`src/rtl/ps2_temp_ctrl.sv`:
```
// ps2_temp_ctrl: sequences PS/2 scan codes into the temperature decoder.
// Filters F0 (break) and E0 (extended) prefixes. Make codes are presented to
// the decoder, and the result is captured one cycle later. The block holds
// the setpoint and a sticky smoke alarm.
// Optional feature macro: KEY_REPEAT_FILTER_EN. When it is defined, a
// typematic repeat of the last make code is ignored until that key's break
// sequence is received.
module ps2_temp_ctrl #(
    parameter int TIMEOUT_CYCLES = 100000,
    parameter int CNT_W          = 17
) (
    input  logic       clk,
    input  logic       reset,
    input  logic       rx_done_tick,
    input  logic [7:0] rx_data,
    input  logic [6:0] deco_value,
    output logic [7:0] deco_code,
    output logic [6:0] temp_out,
    output logic       temp_valid,
    output logic       new_temp_tick,
    output logic       smoke_alarm,
    input  logic       alarm_clear,
    output logic       busy
);

    localparam logic [7:0]       BRK_CODE  = 8'hF0;
    localparam logic [7:0]       EXT_CODE  = 8'hE0;
    localparam logic [6:0]       SMOKE_VAL = 7'h3C;
    localparam logic [CNT_W-1:0] TMO_LAST  = CNT_W'(TIMEOUT_CYCLES - 1);

    typedef enum logic [1:0] {S_IDLE, S_EXT, S_BRK, S_LOOKUP} state_t;

    state_t           state, state_nxt;
    logic [CNT_W-1:0] timer;
    logic [7:0]       last_make;
    logic             is_repeat;
    logic             load_code;
    logic             timeout;
    logic             smoke_set;

`ifdef KEY_REPEAT_FILTER_EN
    // A held key resends its make code; drop it until the break re-arms it.
    assign is_repeat = (last_make != 8'h00) && (rx_data == last_make);
`else
    assign is_repeat = 1'b0;
`endif

    assign timeout = (timer == TMO_LAST);

    // State register
    always_ff @(posedge clk or posedge reset) begin
        if (reset) state <= S_IDLE;
        else       state <= state_nxt;
    end

    // Next-state logic; LOOKUP always lasts one cycle, so ticks arriving during it are dropped
    always_comb begin
        state_nxt = state;
        case (state)
            S_IDLE: begin
                if (rx_done_tick) begin
                    if (rx_data == BRK_CODE)      state_nxt = S_BRK;
                    else if (rx_data == EXT_CODE) state_nxt = S_EXT;
                    else if (!is_repeat)          state_nxt = S_LOOKUP;
                end
            end
            S_EXT: begin
                if (rx_done_tick)  state_nxt = (rx_data == BRK_CODE) ? S_BRK : S_IDLE;
                else if (timeout)  state_nxt = S_IDLE;
            end
            S_BRK: begin
                if (rx_done_tick || timeout) state_nxt = S_IDLE;
            end
            S_LOOKUP: state_nxt = S_IDLE;
            default:  state_nxt = S_IDLE;
        endcase
    end

    // Output/control decode from the current state
    always_comb begin
        busy      = (state != S_IDLE);
        load_code = (state == S_IDLE) && (state_nxt == S_LOOKUP);
        smoke_set = (state == S_LOOKUP) && (deco_value == SMOKE_VAL);
    end

    // Prefix timer: cleared on every state change, counts while waiting in BRK/EXT
    always_ff @(posedge clk or posedge reset) begin
        if (reset)                               timer <= '0;
        else if (state_nxt != state)             timer <= '0;
        else if (state == S_BRK || state == S_EXT) timer <= timer + 1'b1;
        else                                     timer <= '0;
    end

    // Datapath: decoder code, setpoint capture, key tracking and sticky alarm
    always_ff @(posedge clk or posedge reset) begin
        if (reset) begin
            deco_code     <= 8'h00;
            last_make     <= 8'h00;
            temp_out      <= 7'd0;
            temp_valid    <= 1'b0;
            new_temp_tick <= 1'b0;
            smoke_alarm   <= 1'b0;
        end else begin
            new_temp_tick <= 1'b0;
            if (load_code) deco_code <= rx_data;
            if (state == S_BRK && rx_done_tick && rx_data == last_make)
                last_make <= 8'h00;
            if (state == S_LOOKUP && deco_value != 7'd0) begin
                last_make <= deco_code;
                if (deco_value != SMOKE_VAL) begin
                    temp_out      <= deco_value;
                    temp_valid    <= 1'b1;
                    new_temp_tick <= 1'b1;
                end
            end
            // Set has priority over a simultaneous clear
            if (smoke_set)        smoke_alarm <= 1'b1;
            else if (alarm_clear) smoke_alarm <= 1'b0;
        end
    end

endmodule

```
`config.mk`:
```
export PLATFORM = sky130hd
export DESIGN_NAME = ps2_temp_ctrl
export DESIGN_NICKNAME = d
export VERILOG_FILES = /design/src/rtl/ps2_temp_ctrl.sv
export SDC_FILE = /design/constraint.sdc
export NUM_CORES = 1
export LEC_CHECK = 0
export ABC_CLOCK_PERIOD_IN_PS = 1850
export CAP_MARGIN = 20
export CORE_ASPECT_RATIO = 0.9
export CORE_MARGIN = 2
export CORE_UTILIZATION = 40
export DETAILED_ROUTE_END_ITERATION = 8
export HOLD_SLACK_MARGIN = 0.03
export PLACE_DENSITY = 0.71
export SLEW_MARGIN = 10
export SYNTH_ARGS = -nofsm -noshare
export SYNTH_HDL_FRONTEND = slang
export SYNTH_SLANG_ARGS = --single-unit
```
`constraint.sdc`:
```
create_clock -name clk -period 1.85 [get_ports clk]
set_input_delay 0.37 -clock clk [delete_from_list [all_inputs] [get_ports clk]]
set_output_delay 0.37 -clock clk [all_outputs]
set_load 0.01 [all_outputs]
```
==> impl_metrics.env <==
export IMPL_outcome="complete, but fails checks"
export IMPL_violations="setup timing"
export IMPL_muxShareOfSynthArea_pct=7.77
export IMPL_required_ns=2.02
export IMPL_synth_ff_type="dfrtp_1"
export IMPL_skew_ns=0.00253
export IMPL_multiInputGateArea_um2=1060
export IMPL_synth_edf_count=0
export IMPL_layout_drive_gt1_share_pct=32.3
export IMPL_num_vias=1597
export IMPL_cp_num_buf_inv=1
export IMPL_cts_inserted_buffers=5
export IMPL_root_buffer="clkbuf_8"
export IMPL_reg2reg_slack_ns=-0.003
export IMPL_period_needed_ns=1.85
export IMPL_p_per_area_nw_per_um2=1240
export IMPL_syn_area_um2=1870
export IMPL_finalHoldViolCount=0
export IMPL_worstMarginPinSlew_ns=0.375
export IMPL_synthXorXnorAreaFrac_pct=7.04
export IMPL_fmax_ghz=0.540
export IMPL_drc=0
export IMPL_synthCells=183
export IMPL_wire_per_inst_um=13.5
export IMPL_max_slew_margin_pct=74.9
export IMPL_synth_top_family_by_area="simple AND/OR/NAND/NOR gates"
export IMPL_final_cells=319
export IMPL_area_delta_synth_final_pct=50.7
export IMPL_critPathKind="reg -> reg"
export IMPL_synth_async_reset_ratio_pct=100
export IMPL_h_tree_depth=2
export IMPL_fillers=380
export IMPL_dp_cells=305
export IMPL_cts_tree="yes"
export IMPL_die_area_um2=5230
export IMPL_ant_nets=0
export IMPL_coreArea_um2=4460
export IMPL_gp_congestion=0.773
export IMPL_first_pass_iters=4
export IMPL_postCtsHoldBufs=0
export IMPL_start_util_pct=41.9
export IMPL_cp_cell_sequence="inv_4 -> ha_4 -> or3_4 -> or4_4 -> nand4_4 -> nor2_2"
export IMPL_drt_wl_total_um=4300
export IMPL_synth_compound_area_share_pct=5.09
export IMPL_ios=38
export IMPL_ir_drop_mv=0.631
export IMPL_setup_slack_ns=-0.00268
export IMPL_drt_vias_per_instance=5.01
export IMPL_io_buffer_count=37
export IMPL_post_route_period_util_pct=100
export IMPL_grt_pass1_wl_um=6600
export IMPL_ys_seq_elements=37
export IMPL_cap_violations=0
export IMPL_final_cell_mix="dfrtp_1, clkdlybuf4s50_1, buf_4"
export IMPL_die_w_um=76.0
export IMPL_layout_commonest_cell="dfrtp_1"
export IMPL_synth_distinct_cells=40
export IMPL_layout_nets=281
export IMPL_clk_pin_slew_worst_paths_ns=0.07
export IMPL_rsz0062_at_grt="yes"
export IMPL_grt_antenna_before_repair=0
export IMPL_grt_start_max_net_pins=38
export IMPL_cts_path_max_buffers=2
export IMPL_synthAdderAreaFrac_pct=3.35
export IMPL_rows=23
export IMPL_finalSetupViolCount=1
export IMPL_synth_fp_nets=207
export IMPL_power_mw=3.48
export IMPL_hp_class="in -> reg"
export IMPL_yosysWarnings=0
export IMPL_critical_path_top_delay_family="simple AND/OR/NAND/NOR gates"
export IMPL_clock_latency_ns=0.28
export IMPL_drt_iter0_drc=45
export IMPL_grt_total_usage_pct=16.1
export IMPL_numClockSinks=37
export IMPL_die_h_um=68.8
export IMPL_setup_tns_ns=-0.00268
export IMPL_seq_area_um2=927
export IMPL_gr_total_overflow=0
export IMPL_antenna_cells=0
export IMPL_grt_pass1_vias=1508
export IMPL_cp_data_arrival_time_ns=2.02
export IMPL_slowest_stage="or4_4"
export IMPL_fin_util_pct=63.1
export IMPL_yosysSeqAreaShare_pct=49.6
export IMPL_cp_start_kind="flop"
export IMPL_p_leak_nw=1.20
export IMPL_end_kind="flop"
export IMPL_crit_fanout=6
export IMPL_postSynthAreaPerCell_um2=10.2
export IMPL_place_ws_ns=-0.432
export IMPL_maxSlewViolCount=0
export IMPL_synthSimpleGateAreaFrac_pct=24.7
export IMPL_dp_hpwl_um=2890
export IMPL_max_stage_delay_ns=0.47
==> repair_timing <==
action / CTS / global route
endpoints found under the setup margin: 26 / 27
buffers inserted: 1 / 6
gates resized for setup: 5 / 32
gates cloned: 0 / 1
pin swaps: 9 / 11
==> sequential cells by signal, indices dropped and copies added, names as in the netlist <==
name and flops:
temp_out 7, temp_valid 1, timer 17, new_temp_tick 1, deco_code 8, state 2
smoke_alarm 1
==> cell usage after synthesis, types with 2 or more instances <==
master	number	area (um2)
a211oi_1	2	15.0
a21oi_1	4	20.0
and3_1	2	12.5
and4_1	2	17.5
dfrtp_1	37	926
ha_1	5	62.6
inv_1	7	26.3
mux2_2	12	135
nand2_1	22	82.6
nand3_1	7	35.0
nand4_1	3	18.8
nor2_1	28	105
nor2b_1	2	12.5
nor3_1	3	15.0
nor3b_1	2	15.0
nor4_1	5	31.3
o21ai_0	4	20.0
xnor2_1	10	87.6
xor2_1	5	43.8
==> layout make-up <==
cell class / count / share of cell area, %
well taps: 62 / 2.76
inverters: 7 / 1.02
flip-flops and latches: 37 / 32.9
multi-input cells: 137 / 37.5
clock buffers: 7 / 3.07
repair buffers: 69 / 22.7
==> metal layers <==
layer	global-route usage (%)	part of all wire, %
met5	0	0
met1	21.2	48
met2	26.2	47
met3	3.52	3.4
met4	7.50	1.5
==> power breakdown <==
| part | switching, mW | internal [mW] | leakage, nW |
|---|---|---|---|
| clock | 0.263 | 0.295 | 0.0443 |
| combinational | 0.834 | 0.970 | 0.675 |
| sequential | 0.111 | 1.01 | 0.479 |
==> per-stage QoR <==
stage	area, um2	hold slack (ns)
after floorplan	1910	0.451
after global placement	2540	0.456
after detailed placement	2540	0.452
after CTS	2640	0.443
after global routing	2810	0.456
final	2810	0.439
==> worst paths after layout <==
path,from,endpoint,depth (start not counted)
setup reg to reg,state[0],timer[15],6
hold / removal,rx_data[3],deco_code[3],2
min in group asynchronous,reset,timer[6],3
max in group asynchronous,reset,state[0],3
setup / recovery,state[0],timer[15],6
hold reg to reg,temp_valid,temp_valid,1
==> logic make-up after synthesis <==
logic type	Yosys count
xor+xnor	15
buf+inv	10
fa+ha+maj	5
simple gates	88
mux	13
flops	37
compound gates	15
Note: power is estimated with default switching activity, not from simulation.
